File: src/rtl/spwm_pkg.sv
// Shared constants for the SPWM generator/decoder pair: state codes, default width
// and polarity encoding.
package spwm_pkg;

  // Matches the generator's 10-bit signal width.
  localparam int unsigned SPWM_WIDTH = 10;

  typedef logic [0:0] dec_state_t;
  localparam dec_state_t ST_IDLE = 1'b0;
  localparam dec_state_t ST_RUN  = 1'b1;

  // Same meaning as the generator's modo bit.
  localparam logic POL_POS = 1'b1;
  localparam logic POL_NEG = 1'b0;

endpackage

File: src/rtl/spwm_sync.sv
// Multi-flop synchronizer for one SPWM leg, async active-low reset.
module spwm_sync #(
  parameter int unsigned STAGES = 2
) (
  input  logic clk,
  input  logic rst_n,
  input  logic d,
  output logic q
);

  logic [STAGES-1:0] sync_q;

  always_ff @(posedge clk or negedge rst_n) begin
    if (!rst_n) begin
      sync_q <= '0;
    end else begin
      sync_q <= {sync_q[STAGES-2:0], d};
    end
  end

  assign q = sync_q[STAGES-1];

endmodule

File: src/rtl/spwm_decoder.sv
// Recovers amplitude and polarity from the two SPWM legs by counting each leg's high
// time over a 2^PERIOD_LOG2-cycle window; flags zero crossings and leg overlap.
module spwm_decoder
  import spwm_pkg::*;
#(
  parameter int unsigned PERIOD_LOG2 = SPWM_WIDTH,
  parameter int unsigned SYNC_STAGES = 2
) (
  input  logic                   clk,
  input  logic                   rst_n,
  input  logic                   en,
  input  logic                   spwm_p,
  input  logic                   spwm_n,
  input  logic                   fault_clr,
  output logic [PERIOD_LOG2-1:0] sample,
  output logic                   polarity,
  output logic                   sample_valid,
  output logic                   zero_cross,
  output logic                   fault
);

  localparam int unsigned CW = PERIOD_LOG2 + 1;

  logic p_s, n_s;

  spwm_sync #(.STAGES(SYNC_STAGES)) u_sync_p (
    .clk   (clk),
    .rst_n (rst_n),
    .d     (spwm_p),
    .q     (p_s)
  );

  spwm_sync #(.STAGES(SYNC_STAGES)) u_sync_n (
    .clk   (clk),
    .rst_n (rst_n),
    .d     (spwm_n),
    .q     (n_s)
  );

  dec_state_t             state_q;
  logic [PERIOD_LOG2-1:0] win_cnt_q;
  logic [CW-1:0]          cnt_p_q, cnt_n_q;
  logic                   ovl_q;
  logic [PERIOD_LOG2-1:0] sample_q;
  logic                   polarity_q;
  logic                   sample_valid_q;
  logic                   zero_cross_q;
  logic                   fault_q;

  logic [PERIOD_LOG2-1:0] win_pos;
  logic                   win_last;
  logic [CW-1:0]          cnt_p_inc, cnt_n_inc;
  logic                   ovl_inc;
  logic [PERIOD_LOG2-1:0] sat_p, sat_n;
  logic [PERIOD_LOG2-1:0] new_sample;
  logic                   new_pol;
  logic                   win_end_ok;
  logic                   win_end_ovl;

  always_comb begin
    win_pos   = (state_q == ST_RUN) ? win_cnt_q : '0;
    win_last  = (win_pos == '1);
    // Include the current cycle's legs so the final window cycle is counted.
    cnt_p_inc = cnt_p_q + CW'(p_s);
    cnt_n_inc = cnt_n_q + CW'(n_s);
    ovl_inc   = ovl_q | (p_s & n_s);
    sat_p     = cnt_p_inc[PERIOD_LOG2] ? '1 : cnt_p_inc[PERIOD_LOG2-1:0];
    sat_n     = cnt_n_inc[PERIOD_LOG2] ? '1 : cnt_n_inc[PERIOD_LOG2-1:0];

    new_sample = '0;
    new_pol    = polarity_q;
    if (cnt_p_inc > cnt_n_inc) begin
      new_sample = sat_p;
      new_pol    = POL_POS;
    end else if (cnt_n_inc > cnt_p_inc) begin
      new_sample = sat_n;
      new_pol    = POL_NEG;
    end

    win_end_ok  = en & win_last & ~ovl_inc;
    win_end_ovl = en & win_last & ovl_inc;
  end

  always_ff @(posedge clk or negedge rst_n) begin
    if (!rst_n) begin
      state_q   <= ST_IDLE;
      win_cnt_q <= '0;
      cnt_p_q   <= '0;
      cnt_n_q   <= '0;
      ovl_q     <= 1'b0;
    end else if (!en) begin
      // Dropping en discards the partial window.
      state_q   <= ST_IDLE;
      win_cnt_q <= '0;
      cnt_p_q   <= '0;
      cnt_n_q   <= '0;
      ovl_q     <= 1'b0;
    end else begin
      state_q   <= ST_RUN;
      win_cnt_q <= win_pos + PERIOD_LOG2'(1);
      if (win_last) begin
        cnt_p_q <= '0;
        cnt_n_q <= '0;
        ovl_q   <= 1'b0;
      end else begin
        cnt_p_q <= cnt_p_inc;
        cnt_n_q <= cnt_n_inc;
        ovl_q   <= ovl_inc;
      end
    end
  end

  always_ff @(posedge clk or negedge rst_n) begin
    if (!rst_n) begin
      sample_q       <= '0;
      polarity_q     <= POL_NEG;
      sample_valid_q <= 1'b0;
      zero_cross_q   <= 1'b0;
    end else begin
      sample_valid_q <= win_end_ok;
      zero_cross_q   <= win_end_ok & (new_pol != polarity_q);
      if (win_end_ok) begin
        sample_q   <= new_sample;
        polarity_q <= new_pol;
      end
    end
  end

  // Set has priority over a coincident clear.
  always_ff @(posedge clk or negedge rst_n) begin
    if (!rst_n) begin
      fault_q <= 1'b0;
    end else if (win_end_ovl) begin
      fault_q <= 1'b1;
    end else if (fault_clr) begin
      fault_q <= 1'b0;
    end
  end

  assign sample       = sample_q;
  assign polarity     = polarity_q;
  assign sample_valid = sample_valid_q;
  assign zero_cross   = zero_cross_q;
  assign fault        = fault_q;

endmodule
File: config.mk
export PLATFORM = sky130hd
export DESIGN_NAME = spwm_decoder
export DESIGN_NICKNAME = d
export VERILOG_FILES = /design/src/rtl/spwm_pkg.sv /design/src/rtl/spwm_sync.sv /design/src/rtl/spwm_decoder.sv
export SDC_FILE = /design/constraint.sdc
export NUM_CORES = 1
export LEC_CHECK = 0
export ABC_AREA = 1
export CORE_MARGIN = 5
export CORE_UTILIZATION = 33
export DETAILED_ROUTE_END_ITERATION = 8
export PLACE_DENSITY = 0.57
export SYNTH_ARGS = -nofsm -noshare
export SYNTH_HDL_FRONTEND = slang
export SYNTH_SLANG_ARGS = --single-unit
File: constraint.sdc
create_clock -name clk -period 3 [get_ports clk]
set_clock_uncertainty 0.15 [all_clocks]
set_input_delay 0.75 -clock clk [delete_from_list [all_inputs] [get_ports clk]]
set_output_delay 0.75 -clock clk [all_outputs]
set_load 0.03 [all_outputs]
==> results.ini <==
[timing]
max_clock_freq_ghz = 0.366
tns_ps = 0
rsz0062_at_grt = no
relSlewSlack_pct = 48.1
finalCriticalPeriod_ps = 2730
slew_violations = 0
finalCritPeriodShare_pct = 91.0
worst-slew-pin-transition_ps = 779
setup_viol_count_final = 0
finalHoldViolations = 0

[drt]
wl_per_cell_um = 12.2
via_per_inst = 4.69
vias = 2436
totalWireLength_um = 6310
dr.first_iter.drc_count = 65
dr.pass1.iters = 4
drtAntennaViolNets = 0
drc = 0

[placement]
dpl.cell_count = 508
dp_hpwl_um = 4860
placed_area_mm2 = 0.00334
port_buffers = 19
routabilityCongestion = 0.841

[synthesis]
synth_top_cells_by_area = dfrtp_1 43%, nand2_1 15%, ha_1 5.0%
synth_most_common_cell = nand2_1
syn_area_mm2 = 0.00301
synth_top_area_share_pct = 43.3
syn-num-nets = 398
ys_warn_count = 0
yosysUniqueCellTypes = 34
syn_inst = 380
synthTopCellsByCount = 117 x nand2_1, 52 x dfrtp_1, 40 x nor2_1, 39 x inv_1, 25 x nand3_1
async_flop_share_pct = 100
ys_seq_elements = 52
syn_area_per_cell_um2 = 7.91
synth_edf_count = 0
synth_top_cell_by_area = dfrtp_1
ys_seq_area_share_pct = 43.3
synthFlopType = dfrtp_1

[job]
maxCapViolCount = 0

[clock_tree]
ctsHoldBuffers = 0
cts_tree = built
cts.path.max_buffers = 2
clkLatencyLatePin_ps = 310
h-tree-depth = 2
clk_pin_slew_worst_paths_ps = 100
numCtsBuffers = 5
cts_sinks = 52
clockRootBuffer = clkbuf_8

[min_path]
hold_path_class = reg -> reg

[die]
die_w_um = 105
fp.coreArea_mm2 = 0.00881
num_rows = 34
io-pin-count = 20
die-area_mm2 = 0.0111
initial_core_util_pct = 34.1
die_h_um = 105

[finish]
drive_gt1_share_pct = 17.0
stdcell_count = 519
finalNetCount = 428
diodes = 0
area_growth_pct = 15.9
stdcell_area_mm2 = 0.00348

[global_route]
grt_max_degree = 35
grt_pass1_vias = 2491
antenna_found_initial = 0
grt_pass1_wl_um = 11000
grt_usage_pct = 12.0
grt_overflow = 0

[critical_path]
start_kind = flop
crit_type = reg -> reg
cp_max_fo = 11
crit_required_ps = 3060
critPathArrivalTime_ps = 2790
endpoint_kind = flop

[status]
status = finished clean

[pwr]
p_per_area_mw_per_mm2 = 387
p_leak_nw = 1.83
vdd_drop_max_uv = 170

[power breakdown]
part	switching (mW)	total (mW)	leakage [nW]	internal [mW]
Combinational	0.146	0.227	1.07	0.0814
Clock	0.240	0.403	0.0479	0.163
Sequential	0.00612	0.718	0.709	0.712
[metrics by stage]
stage | hold WS, ps | power (mW) | util [%] | setup WS (ps)
floorplan | 181 | 0.910 | - | 247
global placement | 185 | 0.951 | 37.9 | 192
detailed placement | 189 | 0.955 | 37.9 | 169
CTS | 212 | 1.36 | 38.9 | 149
global route | 213 | 1.43 | 39.5 | 15.7
finish | 207 | 1.35 | 39.5 | 270
[sequential cells by signal, summed over array words and instances (netlist names), 2 cells and up]
name	count
cnt_n_q	11
cnt_p_q	11
sample	10
win_cnt_q	10
u_sync_n.sync_q	2
u_sync_p.sync_q	2
[path summary, 6_finish.rpt]
check                                        startpoint                            to  slack, ps  depth (start not counted)
max reg2reg                u_sync_n.sync_q[1]$_DFF_PN0_         sample[0]$_DFFE_PN0P_        270                         17
max                        u_sync_n.sync_q[1]$_DFF_PN0_         sample[0]$_DFFE_PN0P_        270                         17
min reg2reg                u_sync_n.sync_q[0]$_DFF_PN0_  u_sync_n.sync_q[1]$_DFF_PN0_        210                          0
min in group asynchronous                         rst_n  u_sync_p.sync_q[0]$_DFF_PN0_        370                          1
max in group asynchronous                         rst_n         sample[8]$_DFFE_PN0P_       1670                          2
min                        u_sync_n.sync_q[0]$_DFF_PN0_  u_sync_n.sync_q[1]$_DFF_PN0_        210                          0
[cells by family after synthesis]
family          count (synthesis)  share of synthesized area, %
simple gates                  231                          36.9
buf+inv                        56                          8.28
fa+ha+maj                      12                          5.00
xor+xnor                        9                          2.62
flops                          52                          43.3
compound gates                 20                          3.91
[metal layers]
layer	vias to the layer above	wire length (µm)	track usage, %
met1	1154	2900	14.4
li1	1250	-	-
met5	-	0	0
met2	24	3210	21.9
met4	0	48	2.16
met3	8	159	2.81
[cells in the final DEF, fill, tap and decap left out, types with 2 or more instances in the layout]
cell type / instances
a21oi_1: 8
a22oi_1: 2
and2_1: 2
buf_4: 14
clkbuf_8: 5
clkdlybuf4s50_1: 18
clkinv_2: 2
dfrtp_1: 52
ha_1: 11
inv_1: 39
inv_2: 5
nand2_1: 117
nand2_2: 13
nand3_1: 24
nand3_2: 15
nand4_1: 3
nor2_1: 39
nor2_2: 3
nor2_4: 2
nor3_1: 8
o21ai_0: 5
o21bai_1: 2
xnor2_1: 3
xnor2_2: 2
xor2_1: 3
[final cells by class]
type / count / area, µm²
clock buffers: 5 / 68.8
repair buffers: 34 / 302
well taps: 108 / 135
fillers: 890 / 5320
flip-flops and latches: 52 / 1300
multi-input cells: 272 / 1490
inverters: 45 / 169
clock inverters: 3 / 18.8
[critical path, stage by stage (launching register included)]
cell	delay (ps)
dfrtp_1	360
ha_1	210
ha_2	250
nand3_2	150
nor2_2	130
nand2_1	80
or2_0	200
nand2_1	110
ha_1	270
inv_1	60
o21bai_1	80
nor2_2	140
nand2_2	80
buf_6	150
nand3_2	60
nand2_1	50
nand2_1	60
nand2_1	50
[repair_timing]
action / CTS / global route
setup endpoints to repair: 0 / 12
hold endpoints to repair: 0 / 0
gates resized for setup: 0 / 8
buffers inserted: 0 / 3
Note: power is estimated with default switching activity, not from simulation.
